$ cat config.mk
export PLATFORM = sky130hd
export DESIGN_NAME = mips_multicycle_ctrl
export DESIGN_NICKNAME = d
export VERILOG_FILES = /design/src/rtl/mips_multicycle_ctrl.sv
export SDC_FILE = /design/constraint.sdc
export NUM_CORES = 1
export LEC_CHECK = 0
export CAP_MARGIN = 20
export CELL_PAD_IN_SITES_DETAIL_PLACEMENT = 2
export CELL_PAD_IN_SITES_GLOBAL_PLACEMENT = 2
export CORE_MARGIN = 2
export CORE_UTILIZATION = 15
export DETAILED_ROUTE_END_ITERATION = 10
export PLACE_DENSITY_LB_ADDON = 0.1
export REMOVE_ABC_BUFFERS = 1
export SYNTH_ARGS = -nofsm -noshare
export SYNTH_HDL_FRONTEND = slang
export SYNTH_SLANG_ARGS = --single-unit
$ cat constraint.sdc
create_clock -name clk -period 1.95 [get_ports clk]
set_input_delay 0.39 -clock clk [delete_from_list [all_inputs] [get_ports clk]]
set_output_delay 0.39 -clock clk [all_outputs]
set_load 0.05 [all_outputs]
$ cat src/rtl/mips_multicycle_ctrl.sv
// Multi-cycle MIPS control unit: Moore FSM sequencing fetch/decode/execute/memory/writeback,
// with memory-ready wait states, an optional wait timeout and an illegal-opcode trap.
module mips_multicycle_ctrl #(
   parameter int ALUCTRL_W   = 6,
   parameter bit TRAP_HALT   = 1'b0,
   parameter int MEM_TIMEOUT = 0,
   parameter int CNT_W       = 8
) (
   input  logic                 clk,
   input  logic                 reset,
   input  logic [31:0]          instr,
   input  logic                 zero,
   input  logic                 mem_ready,
   output logic                 mem_read,
   output logic                 mem_write,
   output logic                 iord,
   output logic                 ir_write,
   output logic                 pc_en,
   output logic [1:0]           pc_src,
   output logic                 reg_write,
   output logic                 reg_dst,
   output logic                 mem_to_reg,
   output logic                 alu_src_a,
   output logic [1:0]           alu_src_b,
   output logic [ALUCTRL_W-1:0] alu_ctrl,
   output logic                 illegal_op,
   output logic                 mem_err,
   output logic                 instr_done,
   output logic [3:0]           state
);

   typedef enum logic [3:0] {
      S_FETCH  = 4'd0,  S_DECODE = 4'd1,  S_MEMADR = 4'd2,  S_MEMRD  = 4'd3,
      S_MEMWB  = 4'd4,  S_MEMWR  = 4'd5,  S_EXEC   = 4'd6,  S_ALUWB  = 4'd7,
      S_BRANCH = 4'd8,  S_ADDIEX = 4'd9,  S_ADDIWB = 4'd10, S_JUMP   = 4'd11,
      S_HALT   = 4'd12
   } state_t;

   localparam logic [5:0] OP_RTYPE = 6'b000000;
   localparam logic [5:0] OP_LW    = 6'b100011;
   localparam logic [5:0] OP_SW    = 6'b101011;
   localparam logic [5:0] OP_BEQ   = 6'b000100;
   localparam logic [5:0] OP_BNE   = 6'b000101;
   localparam logic [5:0] OP_ADDI  = 6'b001000;
   localparam logic [5:0] OP_J     = 6'b000010;

   localparam logic [ALUCTRL_W-1:0] ALU_ADD = ALUCTRL_W'(6'b100000);
   localparam logic [ALUCTRL_W-1:0] ALU_SUB = ALUCTRL_W'(6'b100010);

   localparam int               TO_LAST_I = (MEM_TIMEOUT > 0) ? MEM_TIMEOUT - 1 : 0;
   localparam logic [CNT_W-1:0] TO_LAST   = CNT_W'(TO_LAST_I);
   localparam state_t           TRAP_DEST = TRAP_HALT ? S_HALT : S_FETCH;

   state_t           state_q, state_d;
   logic [CNT_W-1:0] wait_cnt;
   logic             wait_state, timeout;
   logic [5:0]       opcode;
   logic             unused_instr_bits;

   assign opcode            = instr[31:26];
   assign unused_instr_bits = ^instr[25:ALUCTRL_W];
   assign wait_state        = (state_q == S_FETCH) || (state_q == S_MEMRD) || (state_q == S_MEMWR);
   assign timeout           = (MEM_TIMEOUT > 0) && wait_state && !mem_ready && (wait_cnt == TO_LAST);
   assign state             = reset ? 4'd0 : state_q;

   always_ff @(posedge clk) begin
      if (reset) begin
         state_q  <= S_FETCH;
         wait_cnt <= '0;
      end else begin
         state_q <= state_d;
         // A timeout in FETCH re-enters FETCH without a state change, so clear explicitly.
         if ((state_d != state_q) || timeout)
            wait_cnt <= '0;
         else if (wait_state && !mem_ready)
            wait_cnt <= wait_cnt + 1'b1;
      end
   end

   always_comb begin
      state_d    = state_q;
      mem_read   = 1'b0;
      mem_write  = 1'b0;
      iord       = 1'b0;
      ir_write   = 1'b0;
      pc_en      = 1'b0;
      pc_src     = 2'd0;
      reg_write  = 1'b0;
      reg_dst    = 1'b0;
      mem_to_reg = 1'b0;
      alu_src_a  = 1'b0;
      alu_src_b  = 2'd0;
      alu_ctrl   = '0;
      illegal_op = 1'b0;
      mem_err    = 1'b0;
      instr_done = 1'b0;
      if (!reset) begin
         unique case (state_q)
            S_FETCH: begin
               mem_read  = 1'b1;
               alu_src_b = 2'd1;
               alu_ctrl  = ALU_ADD;
               if (mem_ready) begin
                  ir_write = 1'b1;
                  pc_en    = 1'b1;
                  state_d  = S_DECODE;
               end else if (timeout) begin
                  mem_err = 1'b1;
                  state_d = TRAP_DEST;
               end
            end
            S_DECODE: begin
               alu_src_b = 2'd3;
               alu_ctrl  = ALU_ADD;
               case (opcode)
                  OP_RTYPE:       state_d = S_EXEC;
                  OP_LW, OP_SW:   state_d = S_MEMADR;
                  OP_BEQ, OP_BNE: state_d = S_BRANCH;
                  OP_ADDI:        state_d = S_ADDIEX;
                  OP_J:           state_d = S_JUMP;
                  default: begin
                     illegal_op = 1'b1;
                     state_d    = TRAP_DEST;
                  end
               endcase
            end
            S_MEMADR: begin
               alu_src_a = 1'b1;
               alu_src_b = 2'd2;
               alu_ctrl  = ALU_ADD;
               state_d   = (opcode == OP_SW) ? S_MEMWR : S_MEMRD;
            end
            S_MEMRD: begin
               mem_read = 1'b1;
               iord     = 1'b1;
               if (mem_ready) state_d = S_MEMWB;
               else if (timeout) begin
                  mem_err = 1'b1;
                  state_d = TRAP_DEST;
               end
            end
            S_MEMWB: begin
               reg_write  = 1'b1;
               mem_to_reg = 1'b1;
               instr_done = 1'b1;
               state_d    = S_FETCH;
            end
            S_MEMWR: begin
               mem_write = 1'b1;
               iord      = 1'b1;
               if (mem_ready) begin
                  instr_done = 1'b1;
                  state_d    = S_FETCH;
               end else if (timeout) begin
                  mem_err = 1'b1;
                  state_d = TRAP_DEST;
               end
            end
            S_EXEC: begin
               alu_src_a = 1'b1;
               alu_ctrl  = instr[ALUCTRL_W-1:0];
               state_d   = S_ALUWB;
            end
            S_ALUWB: begin
               reg_write  = 1'b1;
               reg_dst    = 1'b1;
               instr_done = 1'b1;
               state_d    = S_FETCH;
            end
            S_BRANCH: begin
               alu_src_a  = 1'b1;
               alu_ctrl   = ALU_SUB;
               pc_src     = 2'd1;
               instr_done = 1'b1;
               pc_en      = (opcode == OP_BNE) ? ~zero : zero;
               state_d    = S_FETCH;
            end
            S_ADDIEX: begin
               alu_src_a = 1'b1;
               alu_src_b = 2'd2;
               alu_ctrl  = ALU_ADD;
               state_d   = S_ADDIWB;
            end
            S_ADDIWB: begin
               reg_write  = 1'b1;
               instr_done = 1'b1;
               state_d    = S_FETCH;
            end
            S_JUMP: begin
               pc_en      = 1'b1;
               pc_src     = 2'd2;
               instr_done = 1'b1;
               state_d    = S_FETCH;
            end
            default: state_d = state_q;
         endcase
      end
   end

endmodule

Word level (Yosys, flattened, before mapping)
Index checks and enable logic that the tools add are counted.

Memories: 0. Memory bits (writable): 0. Output and inout bits: 26. Word-level logic and storage cells: 74. ROM bits: 0. Bits in latches: 0. Input port bits: 36. Bits in registers: 4.

Divide/modulo/power cells: 0. Bitwise gates (word level): 1. Reductions and logical operators: 14. $add $sub $neg: 0. Muxes and demuxes: 38. Magnitude comparators: 0. Shift-type cells: 0. $mul: 0. Eq/ne operators: 20.

Operator list (number): $pmux 4 s8 (1); $mux 1 (23); $pmux 4 s5 (1); $pmux 6 s3 (1); $eq 4x3->1 const B (4); $eq 4x4->1 const B (4); $mux 4 (4); $eq 6x3->1 const B (2); $eq 6x6->1 const B (2); $reduce_or 2->1 (5); $eq 4x2->1 const B (2); $reduce_bool 8->1 (1); $reduce_or 4->1 (2); $reduce_or 7->1 (1); $eq 6x2->1 const B (1); $eq 6x4->1 const B (1); $logic_not 6->1 (1); $mux 6 (1); $ne 2x2->1 const B (3); $pmux 2 s3 (1); $reduce_or 5->1 (1); $eq 4x1->1 const B (1); $logic_not 4->1 (1); $mux 2 (2); 7 further kinds (7).

Logic depth before layout (Yosys ltp)
Gate-level depths: netlist of run 1.

Word-level depth: 5. Gate-level depth with buffers: 7. Gate-level depth less buffers: 6.

Least setup slack after synthesis of run 1
Ideal clock, no wire load.

Path type: register to output. Start: register state_q[2]. End: output port instr_done. Path slack: -1.605 ns. Arrival time: 3.165 ns. Stages on the path, launching flop included: 5. Path through: dfxtp_1 > buf_2 > buf_4 > a21oi_1 > a2111oi_0.

Longest elaborated chain between the ends: 4.

RTL lines: start, declared (RTL line 54) `state_t state_q, state_d;`; start signal, assigned (RTL line 71) `state_q <= state_d;`; $eq 4x4->1 or $eq 4x3->1 (tied branches) (RTL line 98) `unique case (state_q)`; $reduce_or 5->1 (no source line); $pmux 1 s2 (*) (RTL line 98); $mux 1 (*) (RTL line 97) `if (!reset) begin`; end, declared (RTL line 28) `output logic instr_done,`.

Every way passes the cells marked *; elsewhere a longest branch is shown, timed or not.

Worst setup path after layout of run 1
Start: register state_q[0]. End: output port alu_ctrl[1].

Longest elaborated chain between the ends: 4.

RTL lines: $eq 4x1->1, or another cell as far along (RTL line 98); $reduce_or 4->1 (no source line); $pmux 6 s3 (*) (RTL line 98); $mux 6 (*) (RTL line 97); end, declared (RTL line 25) `output logic [ALUCTRL_W-1:0] alu_ctrl,`.

Marked as above.

==> results of run 1 <==
-- worst max-delay path, stage by stage, from the launching register on --
cell     delay (ps)
dfxtp_4         360
or3_4           400
nor3_4          210
a21o_1          200
buf_12          140
-- power breakdown --
group          internal, mW  switching (mW)
registers            0.0819         0.00496
clock network         0.132          0.0462
logic                 0.132           0.136
total                 0.346           0.187
-- metrics by stage --
step / utilization / cells / hold WS, ps
after floorplan: - / 109 / 459
after global placement: 0.348 / 258 / 673
after detailed placement: 0.348 / 258 / 683
after CTS: 0.373 / 262 / 662
after global routing: 0.390 / 266 / 729
final: 0.390 / 266 / 661
-- final cells by class --
class	count	area, sq um	share of cell area
Timing Repair Buffer	84	987	0.505
Multi-Input combinational cell	102	736	0.376
Sequential cell	4	92.6	0.0473
Tap cell	70	87.6	0.0448
Clock buffer	3	41.3	0.0211
Inverter	3	11.3	0.00576
-- cells by family after synthesis --
group                  Yosys count  synth area share
flip-flops                       4             0.104
buffers and inverters           16             0.106
XOR/XNOR                         3            0.0342
other                            1           0.00488
AO/OA/AOI/OAI                   29             0.264
AND/OR/NAND/NOR                 69             0.487
-- placed cells by master, fill, tap and decap left out, types with 2 or more instances in the layout --
cell and n:
o21ai_1 2, nand2_2 2, clkdlybuf4s50_1 7, buf_4 41
nor4_1 2, nand2_1 12, clkdlybuf4s15_1 3, dlygate4sd2_1 3
nor2_1 14, a31oi_1 2, inv_1 2, nor2b_1 2
nor3_1 6, a21o_1 2, nand3_1 2, o21ai_0 3
or2b_1 2, o32ai_1 2, and3_1 3, and2_4 4
clkbuf_8 3, nor3_4 3, dfxtp_4 3, buf_12 26
nand2b_1 2, a21oi_1 6, buf_6 2
-- per-layer routing --
| metal | GRT usage | vias up |
|---|---|---|
| met5 | 0 | - |
| met4 | 0.0351 | 0 |
| met3 | 0.0225 | 2 |
| met2 | 0.274 | 26 |
| met1 | 0.188 | 580 |
| li1 | - | 589 |
-- cell usage after synthesis (all sizes together), types with 2 or more instances --
master,n,area share
nor2,15,0.073
nand3,3,0.020
dfxtp,4,0.10
xnor2,2,0.023
and2,5,0.041
and3,4,0.033
nand2b,2,0.016
nand2,14,0.068
a31oi,2,0.016
buf,12,0.086
a2111oi,2,0.031
o32ai,2,0.023
nor2b,3,0.024
nor3b,2,0.020
a211oi,2,0.020
nor3,10,0.078
inv,3,0.015
or2b,2,0.020
nor4,2,0.016
a21oi,7,0.046
o21ai,5,0.033
a21o,2,0.020
-- worst paths after layout --
path / start / to / slack [ps]
worst min-delay path: state_q[2] / state_q[2] / 660
worst min register to register: state_q[2] / state_q[2] / 660
worst max-delay path: state_q[0] / alu_ctrl[1] / 20
worst max register to register: state_q[0] / state_q[0] / 470
-- timing repair --
action                     in CTS  in global routing
setup endpoints to repair      21                 12
resized for setup              38                 16
pin swaps                       9                 12
buffers inserted                1                  4
==> results.py, run 1 <==
metrics = {
    "placed_design": {
        "io_buffers": 40,
        "finalWeightedCongestion": 0.832,
        "place_ws_ps": -330,
        "place_area_sq_um": 1740,
        "hpwlAfterDp_mm": 3.19,
    },
    "routing": {
        "drc_errors": 0,
        "highest_layer": "met4",
        "routedLengthMet1_mm": 1.81,
        "first_iter_violations": 24,
        "ant_nets": 0,
        "drt_wl_total_mm": 4.16,
        "via_count": 1197,
        "routedWlPerCell_um": 15.6,
        "firstDrtPassIters": 4,
        "via_per_inst": 4.50,
        "wl_met3_um": 116,
        "wl_met2_mm": 2.21,
    },
    "cells_and_area": {
        "fillCellCount": 570,
        "nets": 234,
        "top_register": "state_q",
        "diodes": 0,
        "final_layout_size_suffix_gt1_frac": 0.520,
        "largest_reg_flops": 4,
        "top_regs": "state_q (4)",
        "final_area_sq_um": 1960,
        "areaGrowthSynthToFinish_pct": 155,
    },
    "global_routing": {
        "track_usage": 0.151,
        "globalRouteOverflowTotal": 0,
        "grt_max_degree": 20,
        "grt_pass1_wl_mm": 6.62,
        "grt_pass1_vias": 1345,
        "antenna_found_initial": 0,
    },
    "clock_tree": {
        "tritoncts": "built",
        "cts_root_buffer": "clkbuf_8",
        "clock_latency_ps": 220,
        "cts_sinks": 4,
        "cts_htree_levels": 1,
        "clk_pin_slew_ps": 30,
        "cts_made_buffers": 3,
        "clk_path_buf_depth": 2,
        "hold_buffers": 0,
    },
    "sta": {
        "timing.final.crit_share": 0.990,
        "setup_viol": 0,
        "setup_ws_ps": 19.2,
        "maxSlewViolCount": 0,
        "fmax_ghz": 0.518,
        "layout_min_cycle_time_ps": 1930,
        "tns_ps": 0,
        "hold_viol_final": 0,
        "skew_ps": 3.75,
        "rsz0062_at_grt": "yes",
    },
    "power": {
        "p_leak_nw": 0.815,
        "peakVddDrop_mv": 0.204,
        "powerDensity_nw_per_um2": 272,
        "fin_total_pwr_mw": 0.533,
    },
    "yosys": {
        "synth_cells": 122,
        "syn_avg_cell_area_sq_um": 6.30,
        "async_flop_share": 0,
        "synth-edff-count": 0,
        "netlist_area_sq_um": 768,
        "ys_seq_area_frac": 0.104,
        "ys_types": 44,
        "yosysWarnings": 0,
        "synthFlopType": "dfxtp_1",
        "ys_seq_elements": 4,
    },
    "floorplanning": {
        "die_h_um": 75.6,
        "die-area_sq_um": 5710,
        "ios": 62,
        "core_area_sq_um": 5010,
        "start_util": 0.153,
        "rows": 26,
        "die_x_um": 75.6,
    },
    "status": {
        "status": "finished, final reports clean",
    },
    "job": {
        "max_cap_viol_count": 0,
    },
    "setup_path": {
        "crit_fanout": 6,
        "crit_path_end_kind": "output port",
        "critical_path_required_ps": 1560,
        "cp.arrival_ps": 1540,
        "startpoint_type": "register",
        "critPathKind": "reg -> out",
        "reg2reg_depth": 6,
    },
    "worst_hold_path": {
        "min_path_cells": 3,
        "hold_class": "reg -> reg",
    },
}
(Power assumes the default switching activity.)
==> run 2, diff against run 1 <==
- CTS_CLUSTER_DIAMETER: unset -> 80
==> results of run 2 <==
Final layout, timing and power as in run 1 (identical DEF).
==> run 3, diff against run 2 <==
- CORE_MARGIN: 2 -> 1
==> results.py, run 3 (same netlist as run 1, synthesis figures left out) <==
metrics = {
    "setup_path": {
        "r2r-end": "state_q[1]",
        "critical_path_required_ps": 1560,
        "crit_fanout": 10,
        "critPathKind": "reg -> out",
        "crit_path_end": "instr_done",
        "startpoint_type": "register",
        "cp.arrival_ps": 1530,
        "r2r-start": "state_q[2]",
        "crit_start": "state_q[1]",
        "reg2reg_setup_slack_ps": 330,
        "reg2reg_depth": 6,
        "crit_path_end_kind": "output port",
    },
    "floorplanning": {
        "die-area_sq_um": 5410,
        "ios": 62,
        "rows": 25,
        "die_h_um": 73.6,
        "die_x_um": 73.6,
        "start_util": 0.159,
        "core_area_sq_um": 4820,
    },
    "routing": {
        "first_iter_violations": 13,
        "ant_nets": 0,
        "via_per_inst": 4.66,
        "via_count": 1229,
        "drc_errors": 0,
        "routedWlPerCell_um": 15.8,
        "firstDrtPassIters": 4,
        "drt_wl_total_mm": 4.16,
    },
    "sta": {
        "layout_min_cycle_time_ps": 1920,
        "tns_ps": 0,
        "setup_viol": 0,
        "hold_viol_final": 0,
        "timing.final.crit_share": 0.982,
        "maxSlewViolCount": 0,
        "rsz0062_at_grt": "yes",
        "skew_ps": 3.16,
        "fmax_ghz": 0.522,
    },
    "clock_tree": {
        "cts_root_buffer": "clkbuf_8",
        "clk_pin_slew_ps": 30,
        "clock_latency_ps": 220,
        "cts_htree_levels": 1,
        "hold_buffers": 0,
        "tritoncts": "built",
        "clk_path_buf_depth": 2,
        "cts_made_buffers": 3,
        "cts_sinks": 4,
    },
    "cells_and_area": {
        "largest_reg_flops": 4,
        "final_common_cell": "buf_4",
        "diodes": 0,
        "final_layout_size_suffix_gt1_frac": 0.523,
        "layout_common_cells": "42 x buf_4, 26 x buf_12, 14 x nand2_1",
        "stdcell_count": 264,
        "areaGrowthSynthToFinish_pct": 150,
        "top_register": "state_q",
        "top_regs": "state_q (4)",
        "nets": 235,
    },
    "global_routing": {
        "globalRouteOverflowTotal": 0,
        "grt_pass1_wl_mm": 6.61,
        "antenna_found_initial": 0,
        "grt_max_degree": 12,
        "track_usage": 0.161,
        "grt_pass1_vias": 1342,
    },
    "power": {
        "powerDensity_nw_per_um2": 277,
        "peakVddDrop_mv": 0.304,
        "p_leak_nw": 0.811,
    },
    "placed_design": {
        "dp.cells": 257,
        "finalWeightedCongestion": 0.789,
        "io_buffers": 40,
        "hpwlAfterDp_mm": 3.44,
    },
    "status": {
        "status": "finished, final reports clean",
    },
    "worst_hold_path": {
        "hold_class": "reg -> reg",
    },
    "job": {
        "max_cap_viol_count": 0,
    },
}
-- run 3: critical path: stages (launching register included) --
cell	delay (ps)
dfxtp_4	400
or2b_1	170
nand2_1	80
a2111oi_2	350
buf_4	180
buf_12	120
-- run 3: worst min path at each step --
stage                          start    endpoint  depth (start not counted)
after floorplan                reset  state_q[0]                          1
after global placement    state_q[2]  state_q[2]                          3
after detailed placement  state_q[2]  state_q[2]                          3
after CTS                      reset  state_q[0]                          4
after global routing      state_q[3]  state_q[0]                          2
final                     state_q[2]  state_q[2]                          3
-- run 3: through the flow --
| stage | hold WS, ps | instance area [sq um] | utilization | total power, mW | setup slack [ps] |
|---|---|---|---|---|---|
| after detailed placement | 684 | 1750 | 0.364 | 0.345 | -329 |
| after global placement | 646 | 1750 | 0.364 | 0.336 | -296 |
| after CTS | 666 | 1870 | 0.388 | 0.527 | -34.7 |
| after floorplan | 459 | 698 | - | 0.182 | -1780 |
| after global routing | 682 | 1920 | 0.399 | 0.557 | -34.9 |
| final | 647 | 1920 | 0.399 | 0.532 | 34.6 |
-- run 3: report_power, final --
part	switching [mW]	internal, mW	total [mW]
registers	0.00381	0.0819	0.0857
logic	0.136	0.134	0.270
clock network	0.0443	0.132	0.176
total	0.184	0.348	0.532
-- run 3: layout make-up --
| class | count | area [sq um] |
|---|---|---|
| Sequential cell | 4 | 92.6 |
| Tap cell | 67 | 83.8 |
| Timing Repair Buffer | 85 | 988 |
| Fill cell | 581 | 2890 |
| Clock buffer | 3 | 41.3 |
| Multi-Input combinational cell | 102 | 706 |
| Inverter | 3 | 11.3 |
-- run 3: timing repair --
action,CTS,global route
endpoints found under the setup margin,21,11
resized for setup,34,16
gates cloned,0,0
buffers inserted,2,2
pin swaps,10,12
-- run 3: metal layers --
| metal | vias up | track usage | wire (um) |
|---|---|---|---|
| li1 | 589 | - | - |
| met1 | 606 | 0.189 | 1830 |
| met2 | 32 | 0.317 | 2170 |
| met3 | 2 | 0.0192 | 144 |
| met4 | 0 | 0.0192 | 21 |
| met5 | - | 0 | 0 |
